===== config.mk =====
export PLATFORM = sky130hd
export DESIGN_NAME = ctrl_output_decoder
export DESIGN_NICKNAME = d
export VERILOG_FILES = /design/src/rtl/multicycle_control_fsm_pkg.sv /design/src/rtl/multicycle_control_fsm_decoder.sv
export SDC_FILE = /design/constraint.sdc
export NUM_CORES = 1
export LEC_CHECK = 0
export ABC_AREA = 0
export BUFFER_PORTS_ARGS = -buffer_cell sky130_fd_sc_hd__buf_2
export CORE_AREA = 5 5 42 44
export DETAILED_ROUTE_END_ITERATION = 10
export DIE_AREA = 0 0 47 49
export GPL_TIMING_DRIVEN = 0
export PLACE_DENSITY = 0.67
export SYNTH_ARGS = -nofsm -noshare
export SYNTH_HDL_FRONTEND = slang
export SYNTH_SLANG_ARGS = --single-unit

===== constraint.sdc =====
create_clock -name vclk -period 1.38
set_input_delay 0.138 -clock vclk [all_inputs]
set_output_delay 0.138 -clock vclk [all_outputs]
set_load 0.1 [all_outputs]

===== src/rtl/multicycle_control_fsm_pkg.sv =====
// rtl/multicycle_control_fsm_pkg.sv - state encoding, opcode constants and control word for the multicycle MIPS control FSM
package mips_ctrl_pkg;

  localparam int OPCODE_W = 6;

  typedef enum logic [3:0] {
    S_RESET  = 4'd0,
    S_FETCH  = 4'd1,
    S_DECODE = 4'd2,
    S_MEMADR = 4'd3,
    S_MEMRD  = 4'd4,
    S_MEMWR  = 4'd5,
    S_MEMWB  = 4'd6,
    S_EXEC   = 4'd7,
    S_RWB    = 4'd8,
    S_IEXEC  = 4'd9,
    S_IWB    = 4'd10,
    S_BRANCH = 4'd11,
    S_JUMP   = 4'd12
  } state_t;

  localparam logic [OPCODE_W-1:0] OP_RTYPE = 6'b000000;
  localparam logic [OPCODE_W-1:0] OP_LW    = 6'b100011;
  localparam logic [OPCODE_W-1:0] OP_SW    = 6'b101011;
  localparam logic [OPCODE_W-1:0] OP_BEQ   = 6'b000100;
  localparam logic [OPCODE_W-1:0] OP_BNE   = 6'b000101;
  localparam logic [OPCODE_W-1:0] OP_J     = 6'b000010;
  localparam logic [OPCODE_W-1:0] OP_ADDI  = 6'b001000;
  localparam logic [OPCODE_W-1:0] OP_ORI   = 6'b001101;

  localparam logic [1:0] ALUOP_ADD   = 2'b00;
  localparam logic [1:0] ALUOP_SUB   = 2'b01;
  localparam logic [1:0] ALUOP_FUNCT = 2'b10;
  localparam logic [1:0] ALUOP_OR    = 2'b11;

  localparam logic [1:0] SRCB_B       = 2'b00;
  localparam logic [1:0] SRCB_FOUR    = 2'b01;
  localparam logic [1:0] SRCB_IMM     = 2'b10;
  localparam logic [1:0] SRCB_IMM_SL2 = 2'b11;

  localparam logic [1:0] PCSRC_ALU    = 2'b00;
  localparam logic [1:0] PCSRC_ALUOUT = 2'b01;
  localparam logic [1:0] PCSRC_JUMP   = 2'b10;

  typedef struct packed {
    logic       pc_write;
    logic       pc_write_cond;
    logic       pc_en;
    logic       iord;
    logic       mem_read;
    logic       mem_write;
    logic       ir_write;
    logic       mem_to_reg;
    logic       reg_dst;
    logic       reg_write;
    logic       alu_src_a;
    logic [1:0] alu_src_b;
    logic [1:0] alu_op;
    logic [1:0] pc_source;
    logic       illegal_op;
  } ctrl_t;

  function automatic logic op_legal(input logic [OPCODE_W-1:0] op);
    return (op == OP_RTYPE) || (op == OP_LW)  || (op == OP_SW)   || (op == OP_BEQ) ||
           (op == OP_BNE)   || (op == OP_J)   || (op == OP_ADDI) || (op == OP_ORI);
  endfunction

endpackage


===== src/rtl/multicycle_control_fsm_decoder.sv =====
// rtl/multicycle_control_fsm_decoder.sv - ctrl_output_decoder: state plus mem_ready/zero/opcode to datapath control word
module ctrl_output_decoder
  import mips_ctrl_pkg::*;
(
  input  state_t              state,
  input  logic                mem_ready,
  input  logic                zero,
  input  logic [OPCODE_W-1:0] opcode,
  output ctrl_t               ctrl
);

  logic branch_taken;

  always_comb begin
    ctrl         = '0;
    branch_taken = zero ^ (opcode == OP_BNE);
    case (state)
      S_FETCH: begin
        ctrl.mem_read  = 1'b1;
        ctrl.alu_src_b = SRCB_FOUR;
        ctrl.ir_write  = mem_ready;
        ctrl.pc_write  = mem_ready;
      end
      S_DECODE: begin
        ctrl.alu_src_b  = SRCB_IMM_SL2;
        ctrl.illegal_op = !op_legal(opcode);
      end
      S_MEMADR: begin
        ctrl.alu_src_a = 1'b1;
        ctrl.alu_src_b = SRCB_IMM;
      end
      S_MEMRD: begin
        ctrl.mem_read = 1'b1;
        ctrl.iord     = 1'b1;
      end
      S_MEMWR: begin
        ctrl.mem_write = 1'b1;
        ctrl.iord      = 1'b1;
      end
      S_MEMWB: begin
        ctrl.reg_write  = 1'b1;
        ctrl.mem_to_reg = 1'b1;
      end
      S_EXEC: begin
        ctrl.alu_src_a = 1'b1;
        ctrl.alu_op    = ALUOP_FUNCT;
      end
      S_RWB: begin
        ctrl.reg_write = 1'b1;
        ctrl.reg_dst   = 1'b1;
      end
      S_IEXEC: begin
        ctrl.alu_src_a = 1'b1;
        ctrl.alu_src_b = SRCB_IMM;
        ctrl.alu_op    = (opcode == OP_ORI) ? ALUOP_OR : ALUOP_ADD;
      end
      S_IWB: begin
        ctrl.reg_write = 1'b1;
      end
      S_BRANCH: begin
        ctrl.alu_src_a     = 1'b1;
        ctrl.alu_op        = ALUOP_SUB;
        ctrl.pc_write_cond = 1'b1;
        ctrl.pc_source     = PCSRC_ALUOUT;
      end
      S_JUMP: begin
        ctrl.pc_write  = 1'b1;
        ctrl.pc_source = PCSRC_JUMP;
      end
      default: ctrl = '0;
    endcase
    // Branch qualification lives here so the PC register sees a single enable.
    ctrl.pc_en = ctrl.pc_write | (ctrl.pc_write_cond & branch_taken);
  end

endmodule


==> results of run 1 <==
## metal layers
| layer | part of all wire, % | global-route usage, % | vias to the layer above |
|---|---|---|---|
| li1 | - | - | 254 |
| met1 | 40 | 15.5 | 227 |
| met2 | 54 | 20.1 | 14 |
| met3 | 5.9 | 0.738 | 0 |
| met4 | 0 | 0 | 0 |
| met5 | 0 | 0 | - |
## power groups by stage
stage	sequential [mW]	combinational, mW	clock (mW)
finish	0	0.377	0
global route	0	0.393	0
CTS	0	0.371	0
detailed placement	0	0.336	0
floorplan	0	0.273	0
global placement	0	0.334	0
## worst paths after layout
kind	end	slack [ps]	startpoint	cells after the start
min	ctrl[0]	660	opcode[0]	3
max	ctrl[4]	-170	opcode[5]	5
## what timing repair did
item / CTS / global route
endpoints found under the hold margin: 0 / 0
setup endpoints to repair: 13 / 6
pin swaps: 2 / 2
buffers inserted: 4 / 2
gates resized for setup: 29 / 4
hold buffers: 0 / 0
## stage by stage
| stage | setup WS (ps) | hold WS (ps) | power [mW] | cells |
|---|---|---|---|---|
| 2_1_floorplan | -327 | 473 | 0.273 | 49 |
| 3_3_place_gp | -457 | 755 | 0.334 | 95 |
| 3_5_place_dp | -453 | 766 | 0.336 | 95 |
| 4_1_cts | -183 | 660 | 0.371 | 99 |
| 5_1_grt | -212 | 670 | 0.393 | 101 |
| 6_report | -172 | 657 | 0.377 | 101 |
## critical path, stage by stage
cell	delay [ps]
buf_8	100
nor4b_4	300
or4b_4	510
a21boi_4	170
buf_12	190
## layout make-up
class                      instances  area, um^2
fill                             117         484
multi-input combinational         41         483
timing repair buffer              36         294
buffer                             5         105
tap                               16        20.0
inverter                           3        15.0
## cell families (layout without fill, tap and decap cells)
logic type	count (synthesis)	count (layout)	share of synthesized area [%]
simple gates	27	27	57.8
compound gates	12	12	25.6
xor+xnor	1	1	2.71
fa+ha+maj	1	1	3.10
buf+inv	8	44	10.9
## layout by cell type, fill, tap and decap left out, types with 2 or more instances in the layout
| cell type | count |
|---|---|
| nor3_4 | 2 |
| nand2b_4 | 2 |
| inv_1 | 2 |
| nand2b_1 | 4 |
| nor4b_4 | 3 |
| clkbuf_16 | 2 |
| buf_12 | 5 |
| buf_2 | 13 |
| buf_4 | 16 |
| nor2_4 | 3 |
| buf_8 | 3 |
| nand3b_1 | 3 |
| a21oi_4 | 3 |
| nand2_1 | 3 |
==> impl_metrics.env, run 1 <==
export IMPL_status="finished with violations"
export IMPL_violations="negative setup slack"
export IMPL_path_max_fanout=3
export IMPL_synth_distinct_cells=26
export IMPL_overflow=0
export IMPL_p_int_mw=0.130
export IMPL_drv_cap=0
export IMPL_worst_pin_slew_ps=487
export IMPL_die_y_um=49
export IMPL_finalSetupViolCount=2
export IMPL_critPathCaptureType="output pin"
export IMPL_finalCritPeriodShare_pct=112
export IMPL_clockPowerShare_pct=0
export IMPL_globalplace_congestion=0.679
export IMPL_synth_most_common_cell="nand2b_1"
export IMPL_comb_power_share_pct=100.0
export IMPL_via_per_inst=4.90
export IMPL_max_freq_mhz=644
export IMPL_synth_fp_nets=61
export IMPL_area_growth_pct=184
export IMPL_layout_drive_gt1_share_pct=75.3
export IMPL_total_leakage_power_nw=0.378
export IMPL_drcViolationCount=0
export IMPL_io_pins=30
export IMPL_vias=495
export IMPL_dr_pass1_iters=3
export IMPL_synth_warnings=0
export IMPL_coreArea_mm2=0.00140
export IMPL_synth_top_cell_area_share_pct=11.6
export IMPL_swShare_pct=65.5
export IMPL_grt_pass1_vias=482
export IMPL_port_buffers=30
export IMPL_die_area_mm2=0.00230
export IMPL_ys_seq_area_share_pct=0
export IMPL_drv_slew=0
export IMPL_hpwl_um=980
export IMPL_fin_setup_tns_ps=-230
export IMPL_syn_area_per_cell_um2=6.59
export IMPL_seq_cells=0
export IMPL_fin_area_um2=917
export IMPL_grt_first_pass_wirelength_mm=2.13
export IMPL_syn_inst=49
export IMPL_rsz0062_at_grt="yes"
export IMPL_antenna_cells=0
export IMPL_crit_required_ps=1240
export IMPL_worst_slack_ps=-172
export IMPL_yosys_area_top_type="nand2b_1"
export IMPL_drtIter0Drc=4
export IMPL_relSlewSlack_pct=67.8
export IMPL_nets=99
export IMPL_max_vdd_ir_drop_mv=0.281
export IMPL_syn_area_um2=323
export IMPL_cp_start_kind="input port"
export IMPL_rows=14
export IMPL_start_util_pct=23.0
export IMPL_synth_area_leaders="nand2b_1, nor4b_4, nand3b_1, nor4b_1, a21oi_1"
export IMPL_dpl_instance_area_um2=767
export IMPL_drtAntennaViolNets=0
export IMPL_critical_path_class="in2out"
export IMPL_track_usage_pct=11.4
export IMPL_crit_arrival_ps=1410
export IMPL_n_clock_buffer=0
export IMPL_antenna_found_initial=0
export IMPL_grt_start_max_net_pins=11
export IMPL_p_per_area_mw_per_mm2=411
export IMPL_seq_power_share_pct=0
export IMPL_wl_per_cell_um=13.3
export IMPL_period_needed_ps=1550
export IMPL_hold_viol_final=0
export IMPL_die_x_um=47
export IMPL_hold_path_class="in2out"
export IMPL_ff_latch_area_um2=0
export IMPL_synthTopCellsByCount="nand2b_1, nor2_1"
export IMPL_p_sw_mw=0.247
export IMPL_post_route_util_pct=65.4
export IMPL_wl_mm=1.34
Note: power is estimated with default switching activity, not from simulation.
==> run 2: changes to the inputs <==
- GPL_TIMING_DRIVEN: 0 -> 1
==> run 2 against run 1 <==
  * The run still ends with negative setup slack left
  * Critical path depth is the same
  * Sequential share of layout area unchanged
  * First-iteration DRC count rose by 130%
  * Core utilization rose by 19 points
  * Die area unchanged
  * Combinational power rose by 22%
  * Cell area up 28%
  * Global-route usage increased by 7.9 points
  * Non-clock buffer count is 10 higher
  * Fmax down 1.7%
  * Wire length is 51% higher
  * Worst setup slack worse by 27 ps
  * Largest cell class is now buffers
==> impl_metrics.env, run 2 (synthesis gave the netlist of run 1 again) <==
export IMPL_overflow=0
export IMPL_drv_slew=0
export IMPL_area_growth_pct=265
export IMPL_hpwl_mm=1.47
export IMPL_cts_hold_buffers=0
export IMPL_antenna_found_initial=0
export IMPL_finalCritPeriodShare_pct=114
export IMPL_drv_cap=0
export IMPL_grt_first_pass_wirelength_mm=3.33
export IMPL_antenna_cells=0
export IMPL_worst_slack_ps=-199
export IMPL_crit_slowest_cell="or4b_4"
export IMPL_die_area_mm2=0.00230
export IMPL_drcViolationCount=0
export IMPL_ff_latch_area_um2=0
export IMPL_busiest_layer="met2"
export IMPL_vias=572
export IMPL_post_route_util_pct=84.0
export IMPL_wl_per_cell_um=18.3
export IMPL_total_power_mw=0.459
export IMPL_cp_start_kind="input port"
export IMPL_drtIter0Drc=9
export IMPL_die_x_um=47
export IMPL_io_pins=30
export IMPL_layout_drive_gt1_share_pct=81.1
export IMPL_die_y_um=49
export IMPL_hold_path_class="in2out"
export IMPL_status="finished with violations"
export IMPL_pre_cts_ws_ps=-204
export IMPL_n_fill_cell=77
export IMPL_violations="negative setup slack"
export IMPL_n_clock_buffer=0
export IMPL_multi_input_area_um2=510
export IMPL_grt_pass1_vias=627
export IMPL_path_max_fanout=2
export IMPL_start_util_pct=23.0
export IMPL_dr_pass1_iters=4
export IMPL_critPathCaptureType="output pin"
export IMPL_globalplace_congestion=0.778
export IMPL_use_met1_pct=24.5
export IMPL_rows=14
export IMPL_drtAntennaViolNets=0
export IMPL_nets=109
export IMPL_seq_cells=0
export IMPL_path_cells="buf_8 > nor4b_4 > or4b_4 > a21boi_4 > buf_12"
export IMPL_crit_arrival_ps=1440
export IMPL_final_cell_mix="buf_12, buf_4, buf_2, buf_6, nand2b_1"
export IMPL_critical_path_max_stage_delay_ps=520
export IMPL_use_met3_pct=1.85
export IMPL_coreArea_mm2=0.00140
export IMPL_critical_path_class="in2out"
export IMPL_total_leakage_power_nw=0.456
export IMPL_relSlewSlack_pct=79.1
export IMPL_port_buffers=30
export IMPL_finalSetupViolCount=3
export IMPL_p_per_area_mw_per_mm2=390
export IMPL_track_usage_pct=19.3
export IMPL_wl_mm=2.03
export IMPL_grtUsageMet2_pct=34.6
export IMPL_grt_start_max_net_pins=9
export IMPL_via_per_inst=5.15
export IMPL_fin_area_mm2=0.00118
export IMPL_rsz0062_at_grt="yes"
export IMPL_period_needed_ps=1580
export IMPL_max_vdd_ir_drop_mv=0.363
export IMPL_crit_required_ps=1240
export IMPL_hold_viol_final=0
export IMPL_dpl_instance_area_mm2=0.00105
export IMPL_max_freq_mhz=634
export IMPL_worst_pin_slew_ps=313
==> run 2: metal layers <==
layer	up-vias	routed length, um
met2	21	1110
met3	4	105
li1	272	-
met5	-	0
met1	275	768
met4	0	43
==> run 2: metrics by stage <==
step / hold WS (ps) / instances / TNS, ps
2_1_floorplan: 473 / 49 / -1680
3_3_place_gp: 668 / 106 / -230
3_5_place_dp: 670 / 106 / -437
4_1_cts: 671 / 111 / -326
5_1_grt: 686 / 111 / -455
6_report: 674 / 111 / -328
==> run 2: final cells by class <==
class,instances,area share [%]
multi-input combinational,41,43.4
timing repair buffer,51,53.7
tap,16,1.70
inverter,3,1.28
==> run 2: worst paths after layout <==
check | start | to | depth (start not counted)
setup / recovery | opcode[1] | ctrl[4] | 5
hold / removal | mem_ready | ctrl[11] | 3
==> run 2: repair_timing <==
action / in CTS / in global routing
pin swaps: 6 / 8
resized for setup: 16 / 6
endpoints found under the setup margin: 4 / 5
buffers inserted: 5 / 1
endpoints found under the hold margin: 0 / 0
==> run 2: worst max-delay path, delay by kind of cell <==
kind	cells	cell delay, ps
AO/OA/AOI/OAI	1	170
AND/OR/NAND/NOR	2	840
buffers and inverters	2	290
==> run 2: power by group <==
part | internal (mW) | total [mW] | leakage, nW | switching, mW
combinational | 0.184 | 0.459 | 0.456 | 0.275
clock | 0 | 0 | 0 | 0
sequential | 0 | 0 | 0 | 0
==> run 3: changes to the inputs <==
==> constraint.sdc (replaced) <==
create_clock -name vclk -period 1.38
set_input_delay 0.138 -clock vclk [all_inputs]
set_output_delay 0.138 -clock vclk [all_outputs]
set_load 0.01 [all_outputs]
==> run 3 against run 2 <==
  * The run now ends clean
  * Cell area is 55% lower
  * Critical path depth stayed put
  * Wire length is 45% lower
  * Global-route usage is 9.9 points lower
  * Count of clock-buffer cells in the layout stayed put
  * Non-clock buffer count is 14 lower
  * Sequential share of layout area stayed put
  * Fmax is 15% higher
  * Combinational power is 70% lower
==> impl_metrics.env, run 3 (synthesis gave the netlist of run 1 again) <==
export IMPL_status="completed"
export IMPL_use_met1_pct=12.8
export IMPL_vias=465
export IMPL_die_x_um=47
export IMPL_area_growth_pct=65.5
export IMPL_wl_mm=1.11
export IMPL_drtAntennaViolNets=0
export IMPL_p_per_area_mw_per_mm2=255
export IMPL_die_y_um=49
export IMPL_hold_viol_final=0
export IMPL_drv_slew=0
export IMPL_max_vdd_ir_drop_mv=0.106
export IMPL_drtIter0Drc=4
export IMPL_finalSetupViolCount=0
export IMPL_n_clock_buffer=0
export IMPL_start_util_pct=23.0
export IMPL_coreArea_mm2=0.00140
export IMPL_dpl_instance_area_um2=522
export IMPL_fin_area_um2=534
export IMPL_globalplace_congestion=0.713
export IMPL_critPathCaptureType="output pin"
export IMPL_critical_path_class="in2out"
export IMPL_busiest_layer="met2"
export IMPL_die_area_mm2=0.00230
export IMPL_multi_input_area_um2=288
export IMPL_total_leakage_power_nw=0.276
export IMPL_dr_pass1_iters=3
export IMPL_cp_start_kind="input port"
export IMPL_relSlewSlack_pct=79.8
export IMPL_drcViolationCount=0
export IMPL_period_needed_ps=1380
export IMPL_antenna_found_initial=0
export IMPL_hold_path_class="in2out"
export IMPL_port_buffers=30
export IMPL_crit_required_ps=1240
export IMPL_max_freq_mhz=726
export IMPL_rsz0062_at_grt="yes"
export IMPL_final_cell_mix="buf_2, buf_4, nand2b_1, nor2_1"
export IMPL_grtUsageMet2_pct=16.5
export IMPL_io_pins=30
export IMPL_rows=14
export IMPL_path_max_fanout=2
export IMPL_grt_start_max_net_pins=15
export IMPL_hpwl_um=948
export IMPL_wl_per_cell_um=11.4
export IMPL_hold_slack_ps=572
export IMPL_track_usage_pct=9.40
export IMPL_drv_cap=0
export IMPL_crit_arrival_ps=1240
export IMPL_nets=95
export IMPL_ff_latch_area_um2=0
export IMPL_grt_first_pass_wirelength_mm=1.77
export IMPL_grt_pass1_vias=445
export IMPL_via_per_inst=4.79
export IMPL_seq_cells=0
export IMPL_overflow=0
export IMPL_total_power_mw=0.136
export IMPL_cts_setup_buffers=0
export IMPL_layout_drive_gt1_share_pct=46.9
export IMPL_antenna_cells=0
export IMPL_n_fill_cell=160
export IMPL_finalCritPeriodShare_pct=99.8
export IMPL_layout_commonest_cell="buf_2"
export IMPL_cts_hold_buffers=0
export IMPL_use_met3_pct=0.738
export IMPL_worst_pin_slew_ps=299
[run 3: cell count changes in the layout (fill, tap and decap cells not counted), moves of 3 or more]
cell / delta
buf_6: -3
nor3_1: +3
nor2_1: +3
buf_2: +21
a21oi_4: -3
buf_8: -3
buf_4: -11
nor2_4: -3
a21oi_1: +3
buf_12: -18
[run 3: path summary, 6_finish.rpt]
| kind | slack (ps) | startpoint | depth (start not counted) | end |
|---|---|---|---|---|
| worst max-delay path | 3 | opcode[5] | 5 | ctrl[4] |
| worst min-delay path | 570 | opcode[0] | 3 | ctrl[0] |
[run 3: area by class of cell]
type	count	area share, %
multi-input combinational	41	53.9
timing repair buffer	37	40.3
inverter	3	2.11
tap	16	3.75
[run 3: critical path: stages]
cell	delay, ps
buf_6	100
nor4b_4	280
or4b_1	450
a21boi_1	130
buf_2	150
[run 3: layer usage]
layer  share of wire [%]  wire length [um]
met1                  40               445
met2                  49               541
met3                  11               120
met4                   0                 0
met5                   0                 0
[run 3: power by group]
group | switching [mW] | internal (mW) | leakage, nW
logic | 0.0694 | 0.0667 | 0.276
clock network | 0 | 0 | 0
registers | 0 | 0 | 0
[run 3: stage by stage]
stage          setup WS (ps)  instances  util [%]  setup TNS, ps
2_1_floorplan            117         49         -              0
3_3_place_gp           -14.0         97      37.2          -14.0
3_5_place_dp           -44.1         97      37.2          -44.1
4_1_cts                0.745         97      38.1              0
5_1_grt                -71.1         97      38.1          -95.7
6_report                3.25         97      38.1              0
[run 3: what timing repair did]
action                                  CTS  global route
pin swaps                                 2             1
gates resized for setup                   4             0
endpoints found under the setup margin    1             3
cloned                                    0             0
